File: src/rtl/calc_pkg.sv
// ----------------------------------------------------------------------------
// calc_pkg
// Shared types and constants for the calculator frame sequencer.
//   state_t          : frame sequencer FSM states
//   opcode_t         : 3-bit calculator opcode
//   HDR_SYNC_DEFAULT : default value of the header sync field
//   HDR_* positions  : bit fields inside the header byte
// ----------------------------------------------------------------------------
package calc_pkg;

  typedef enum logic [2:0] {
    S_HDR  = 3'd0,
    S_A    = 3'd1,
    S_B    = 3'd2,
    S_EXEC = 3'd3,
    S_WAIT = 3'd4,
    S_OUT  = 3'd5
  } state_t;

  typedef logic [2:0] opcode_t;

  localparam logic [2:0] HDR_SYNC_DEFAULT = 3'b101;

  // Header layout: [7:5] sync, [4:3] don't care, [2:0] opcode
  localparam int HDR_SYNC_MSB = 7;
  localparam int HDR_SYNC_LSB = 5;
  localparam int HDR_OP_MSB   = 2;
  localparam int HDR_OP_LSB   = 0;

  function automatic logic hdr_sync_ok(input logic [7:0] hdr, input logic [2:0] sync);
    return hdr[HDR_SYNC_MSB:HDR_SYNC_LSB] == sync;
  endfunction

  function automatic opcode_t hdr_opcode(input logic [7:0] hdr);
    return hdr[HDR_OP_MSB:HDR_OP_LSB];
  endfunction

endpackage

File: src/rtl/calc_frame_timer.sv
// ----------------------------------------------------------------------------
// calc_frame_timer
// Inter-byte timeout counter for the frame sequencer. Counts idle cycles while
// enabled and flags expiry when the count reaches TIMEOUT_CYCLES-1 on an
// enabled cycle. TIMEOUT_CYCLES = 0 disables expiry entirely.
//   clk_i    : clock
//   rst_ni   : asynchronous active-low reset
//   clear_i  : force the count back to zero (wins over enable_i)
//   enable_i : count this cycle (waiting for a byte, none accepted)
//   expire_o : combinational; terminal count reached on an enabled cycle
// ----------------------------------------------------------------------------
module calc_frame_timer #(
  parameter int TIMEOUT_CYCLES = 255
) (
  input  logic clk_i,
  input  logic rst_ni,
  input  logic clear_i,
  input  logic enable_i,
  output logic expire_o
);

  localparam int  CW = (TIMEOUT_CYCLES > 1) ? $clog2(TIMEOUT_CYCLES) : 1;
  localparam bit  TIMER_ON = (TIMEOUT_CYCLES > 0);
  localparam logic [CW-1:0] TERM = CW'((TIMEOUT_CYCLES > 0) ? TIMEOUT_CYCLES - 1 : 0);

  logic [CW-1:0] count_q, count_d;
  logic          expire;

  assign expire   = TIMER_ON && enable_i && (count_q == TERM);
  assign expire_o = expire;

  // Expiry resets the count so the next frame starts from zero; with the
  // timer disabled the count is held so it can never wrap.
  always_comb begin
    count_d = count_q;
    if (clear_i || expire) begin
      count_d = '0;
    end else if (enable_i && TIMER_ON) begin
      count_d = count_q + CW'(1);
    end
  end

  always_ff @(posedge clk_i or negedge rst_ni) begin
    if (!rst_ni) begin
      count_q <= '0;
    end else begin
      count_q <= count_d;
    end
  end

endmodule

File: src/rtl/calc_frame_sequencer.sv
// ----------------------------------------------------------------------------
// calc_frame_sequencer
// Accepts a 3-byte frame (header, A, B) on a valid/ready byte stream, drives the
// calculator load/execute strobes in order, captures the result and zero flag
// and offers them on a valid/ready result stream.
//   clk_i, rst_ni          : clock, asynchronous active-low reset
//   in_data_i/valid_i      : incoming frame bytes
//   in_ready_o             : byte accepted when in_valid_i && in_ready_o
//   calc_input_o           : operand bus to the calculator
//   calc_opcode_o          : opcode to the calculator
//   calc_load_opcode_o     : one-cycle opcode load strobe
//   calc_load_a_o/_b_o     : one-cycle operand load strobes
//   calc_execute_o         : one-cycle execute strobe
//   calc_result_i/zero_i   : calculator result register and zero flag
//   res_data_o/zero_o      : captured result
//   res_valid_o/ready_i    : result stream handshake
//   err_hdr_o              : one-cycle pulse, header sync rejected
//   err_timeout_o          : one-cycle pulse, frame aborted by timeout
//
// state  | meaning
// -------+-------------------------------------------------------------
// S_HDR  | waiting for header byte
// S_A    | waiting for operand A (timeout active)
// S_B    | waiting for operand B (timeout active)
// S_EXEC | load_b on the bus; issue execute next cycle
// S_WAIT | execute on the bus, then capture calculator result
// S_OUT  | result held on res_* until res_ready_i
// ----------------------------------------------------------------------------
module calc_frame_sequencer
  import calc_pkg::*;
#(
  parameter int         TIMEOUT_CYCLES = 255,
  parameter logic [2:0] HDR_SYNC       = HDR_SYNC_DEFAULT
) (
  input  logic       clk_i,
  input  logic       rst_ni,
  input  logic [7:0] in_data_i,
  input  logic       in_valid_i,
  output logic       in_ready_o,
  output logic [7:0] calc_input_o,
  output logic [2:0] calc_opcode_o,
  output logic       calc_load_opcode_o,
  output logic       calc_load_a_o,
  output logic       calc_load_b_o,
  output logic       calc_execute_o,
  input  logic [7:0] calc_result_i,
  input  logic       calc_zero_i,
  output logic [7:0] res_data_o,
  output logic       res_zero_o,
  output logic       res_valid_o,
  input  logic       res_ready_i,
  output logic       err_hdr_o,
  output logic       err_timeout_o
);

  state_t     state_q, state_d;

  logic [7:0] calc_input_q, calc_input_d;
  opcode_t    calc_opcode_q, calc_opcode_d;
  logic       load_opcode_q, load_opcode_d;
  logic       load_a_q, load_a_d;
  logic       load_b_q, load_b_d;
  logic       execute_q, execute_d;
  logic [7:0] res_data_q, res_data_d;
  logic       res_zero_q, res_zero_d;
  logic       res_valid_q, res_valid_d;
  logic       err_hdr_q, err_hdr_d;
  logic       err_timeout_q, err_timeout_d;

  logic       accept;
  logic       hdr_ok;
  logic       in_frame;
  logic       expire;

  assign in_ready_o = (state_q == S_HDR) || (state_q == S_A) || (state_q == S_B);
  assign accept     = in_valid_i && in_ready_o;
  assign hdr_ok     = hdr_sync_ok(in_data_i, HDR_SYNC);
  assign in_frame   = (state_q == S_A) || (state_q == S_B);

  calc_frame_timer #(
    .TIMEOUT_CYCLES(TIMEOUT_CYCLES)
  ) u_timer (
    .clk_i   (clk_i),
    .rst_ni  (rst_ni),
    .clear_i (accept || !in_frame),
    .enable_i(in_frame && !accept),
    .expire_o(expire)
  );

  // State and output registers
  always_ff @(posedge clk_i or negedge rst_ni) begin
    if (!rst_ni) begin
      state_q       <= S_HDR;
      calc_input_q  <= '0;
      calc_opcode_q <= '0;
      load_opcode_q <= 1'b0;
      load_a_q      <= 1'b0;
      load_b_q      <= 1'b0;
      execute_q     <= 1'b0;
      res_data_q    <= '0;
      res_zero_q    <= 1'b0;
      res_valid_q   <= 1'b0;
      err_hdr_q     <= 1'b0;
      err_timeout_q <= 1'b0;
    end else begin
      state_q       <= state_d;
      calc_input_q  <= calc_input_d;
      calc_opcode_q <= calc_opcode_d;
      load_opcode_q <= load_opcode_d;
      load_a_q      <= load_a_d;
      load_b_q      <= load_b_d;
      execute_q     <= execute_d;
      res_data_q    <= res_data_d;
      res_zero_q    <= res_zero_d;
      res_valid_q   <= res_valid_d;
      err_hdr_q     <= err_hdr_d;
      err_timeout_q <= err_timeout_d;
    end
  end

  // Next-state logic. S_WAIT lasts until the execute strobe has been on the
  // bus for a full cycle, so the calculator's result register has updated
  // before it is captured.
  always_comb begin
    state_d = state_q;
    unique case (state_q)
      S_HDR:  if (accept && hdr_ok) state_d = S_A;
      S_A: begin
        if (accept)      state_d = S_B;
        else if (expire) state_d = S_HDR;
      end
      S_B: begin
        if (accept)      state_d = S_EXEC;
        else if (expire) state_d = S_HDR;
      end
      S_EXEC: state_d = S_WAIT;
      S_WAIT: if (!execute_q) state_d = S_OUT;
      S_OUT:  if (res_ready_i) state_d = S_HDR;
      default: state_d = S_HDR;
    endcase
  end

  // Output next values: strobes default low, data buses hold their value.
  always_comb begin
    calc_input_d  = calc_input_q;
    calc_opcode_d = calc_opcode_q;
    load_opcode_d = 1'b0;
    load_a_d      = 1'b0;
    load_b_d      = 1'b0;
    execute_d     = 1'b0;
    res_data_d    = res_data_q;
    res_zero_d    = res_zero_q;
    res_valid_d   = res_valid_q;
    err_hdr_d     = 1'b0;
    err_timeout_d = 1'b0;
    unique case (state_q)
      S_HDR: begin
        if (accept) begin
          if (hdr_ok) begin
            calc_opcode_d = hdr_opcode(in_data_i);
            load_opcode_d = 1'b1;
          end else begin
            err_hdr_d = 1'b1;
          end
        end
      end
      S_A: begin
        if (accept) begin
          calc_input_d = in_data_i;
          load_a_d     = 1'b1;
        end else if (expire) begin
          err_timeout_d = 1'b1;
        end
      end
      S_B: begin
        if (accept) begin
          calc_input_d = in_data_i;
          load_b_d     = 1'b1;
        end else if (expire) begin
          err_timeout_d = 1'b1;
        end
      end
      S_EXEC: execute_d = 1'b1;
      S_WAIT: begin
        if (!execute_q) begin
          res_data_d  = calc_result_i;
          res_zero_d  = calc_zero_i;
          res_valid_d = 1'b1;
        end
      end
      S_OUT: if (res_ready_i) res_valid_d = 1'b0;
      default: ;
    endcase
  end

  assign calc_input_o       = calc_input_q;
  assign calc_opcode_o      = calc_opcode_q;
  assign calc_load_opcode_o = load_opcode_q;
  assign calc_load_a_o      = load_a_q;
  assign calc_load_b_o      = load_b_q;
  assign calc_execute_o     = execute_q;
  assign res_data_o         = res_data_q;
  assign res_zero_o         = res_zero_q;
  assign res_valid_o        = res_valid_q;
  assign err_hdr_o          = err_hdr_q;
  assign err_timeout_o      = err_timeout_q;

endmodule

File: config.mk
export PLATFORM = sky130hd
export DESIGN_NAME = calc_frame_sequencer
export DESIGN_NICKNAME = d
export VERILOG_FILES = /design/src/rtl/calc_pkg.sv /design/src/rtl/calc_frame_timer.sv /design/src/rtl/calc_frame_sequencer.sv
export SDC_FILE = /design/constraint.sdc
export NUM_CORES = 1
export LEC_CHECK = 0
export BUFFER_PORTS_ARGS = -buffer_cell sky130_fd_sc_hd__buf_2
export CAP_MARGIN = 20
export CORE_MARGIN = 5
export CORE_UTILIZATION = 50
export DETAILED_ROUTE_END_ITERATION = 16
export PLACE_DENSITY = 0.78
export SYNTH_ARGS = -nofsm -noshare
export SYNTH_HDL_FRONTEND = slang
export SYNTH_SLANG_ARGS = --single-unit
File: constraint.sdc
create_clock -name clk_i -period 1.9 [get_ports clk_i]
set_clock_uncertainty 0.1 [all_clocks]
set_input_delay 0.19 -clock clk_i [delete_from_list [all_inputs] [get_ports clk_i]]
set_output_delay 0.19 -clock clk_i [all_outputs]
set_load 0.1 [all_outputs]
==> results_dict.tcl <==
set metrics [dict create \
    status "complete, no violations" \
    clk_pin_slew_worst_paths_ns 0.11 \
    crit_chain "dlygate4sd3_1 -> buf_2 -> and3b_1 -> or4b_4 -> mux2_4" \
    min_period_over_period_pct 96.0 \
    grt_overflow 0 \
    antenna_cells 0 \
    drcViolationCount 0 \
    final_max_slew_viol_count 0 \
    r2r_cells 3 \
    hold_depth 4 \
    cts_max_path_buffers 2 \
    ant_nets 0 \
    fin_setup_tns_ns 0 \
    crit_family "simple AND/OR/NAND/NOR gates" \
    start_kind "input port" \
    initial_utilization_pct 52.5 \
    finalHoldViolCount 0 \
    crit_arrival_ns 1.94 \
    synth_edf_count 0 \
    grt_max_degree 39 \
    cts_tree "done" \
    synth-main-ff-cell "dfrtp_1" \
    syn_inst 125 \
    yosys_warnings 0 \
    cts-root-buf "clkbuf_4" \
    hp-class "in -> reg" \
    mappedNetlistArea_sq_um 1620 \
    core_sq_um 3080 \
    drt_iter0_drc 24 \
    cp-end-kind "flop" \
    max_stage_delay_ns 0.53 \
    dr.pass1.iters 4 \
    worst_pin_slew_ns 0.811 \
    rsz0062_at_grt "no" \
    num_vias 1245 \
    chipHeight_microns 66.8 \
    grtUsageTotal_pct 17.3 \
    drt-wirelength-per-cell_microns 14.2 \
    post-cts-setup-buffer-count 0 \
    final_cell_mix "buf_2, dfrtp_1, dlygate4sd3_1" \
    grt_pass1_vias 1280 \
    avgSynthCellArea_sq_um 12.9 \
    grt_pass1_wl_microns 5690 \
    drive_above_1_share_pct 42.7 \
    required_ns 2.02 \
    synth_top_area_cell "dfrtp_1" \
    gp_congestion 0.794 \
    clock_latency_ns 0.33 \
    hpwl_microns 2420 \
    viasPerCell 5.12 \
    cts_buffers 5 \
    synthTopCellsByArea "dfrtp_1, mux2_2, mux2_4" \
    io_pins 49 \
    worst-path-stages 5 \
    h-tree-depth 2 \
    crit_fanout 4 \
    synth.distinct_cells 36 \
    postRouteWirelength_microns 3460 \
    syn_to_final_growth_pct 33.8 \
    slowest_stage "dlygate4sd3_1" \
    cap_violations 0 \
    port_buffers 48 \
    min_period_ns 1.82 \
    ys_ff_latch 38 \
    path_class "in -> reg" \
    ys_seq_area_share_pct 58.9 \
    antenna_found_initial 0 \
    final_common_cell "buf_2" \
    synth_top_area_share_pct 58.9 \
    fmax_mhz 548 \
    relSlewSlack_pct 45.9 \
    die-area_sq_um 4470 \
    critical_path_buf_inv_count 2 \
    rows 20 \
    die_w_microns 66.8 \
    fin_nets 221 \
    cts.sinks 38 \
    nFillCells 228 \
    setup_viol 0 \
    postSynth.asyncResetShare_pct 100 \
    synth_nets 148 \
]
## path summary, 6_finish.rpt
| path | from | to | slack (ns) |
|---|---|---|---|
| setup / recovery | in_data_i[6] | calc_opcode_o[0]$_DFFE_PN0P_ | 0.08 |
| hold reg to reg | res_data_o[4]$_DFFE_PN0P_ | res_data_o[4]$_DFFE_PN0P_ | 0.41 |
| min in group asynchronous | rst_ni | u_timer.count_q[4]$_DFFE_PN0P_ | 0.38 |
| max in group asynchronous | rst_ni | res_data_o[1]$_DFFE_PN0P_ | 0.81 |
| setup reg to reg | state_q[2]$_DFFE_PN0P_ | calc_opcode_o[0]$_DFFE_PN0P_ | 0.18 |
| hold / removal | res_ready_i | res_valid_o$_DFFE_PN0P_ | 0.08 |
## per-stage QoR
step	cell area [sq um]	utilization [%]	hold WS (ns)	cells	worst slack, ns
after floorplan	1620	-	-0.206	125	0.00942
after global placement	1920	62.4	0.214	217	0.243
after detailed placement	1920	62.4	0.228	217	0.200
after CTS	2140	69.5	0.00339	241	0.0566
after global routing	2160	70.2	0.0644	243	0.0699
final	2160	70.2	0.0842	243	0.0764
## state kept, by name (all words and copies together), names as in the netlist, 3 cells and up
signal and flops:
calc_opcode_o 3, state_q 3, u_timer.count_q 8, res_data_o 8, calc_input_o 8
## final cells by class
type	count	area [sq um]	area share (%)
timing repair buffer	70	453	20.9
clock buffer	7	55.1	2.55
inverter	6	22.5	1.04
clock inverter	1	5.00	0.231
multi-input combinational	77	621	28.7
sequential	38	951	44.0
tap	44	55.1	2.55
## cells in the mapped netlist (2+ instances only)
master / n
inv_1: 6
mux2_2: 17
mux2_4: 3
a21oi_1: 4
nand3_1: 4
nor2_1: 8
xnor2_1: 2
nand4_1: 2
o21ai_0: 4
ha_1: 2
dfrtp_1: 38
xor2_1: 3
nor3_1: 2
buf_2: 2
nand2_1: 5
or3_1: 3
## cells by family after synthesis
kind of cell               count (synthesis)  synth area share (%)
AOI/OAI and AO/OA                         16                  6.51
xor gates and xnor gates                   5                  2.71
adders and majority gates                  2                  1.55
buffers and inverters                     10                  2.94
DFF                                       38                  58.9
muxes                                     20                  14.6
and+or+nand+nor                           34                  12.8
## routing by layer
metal  GRT usage [%]  share of wire, %  vias up
li1                -                 -      588
met4            6.09               1.6        0
met3            5.73               7.9        9
met5               0                 0        -
met1            20.3                41      590
met2            29.6                50       58
## repair_timing
action                     CTS  global route
hold endpoints to repair    55             3
setup endpoints to repair    0             1
hold buffers                16             2
resized for setup            0             1
## worst register-to-register path, cell delays in order (launching register included)
cell and delay, ns:
dfrtp_1 0.44, nand2b_4 0.19, or4b_4 0.57, mux2_4 0.32
Power is not shown: default switching activity piles up to over one toggle a cycle in this logic, so the estimate is an artifact.
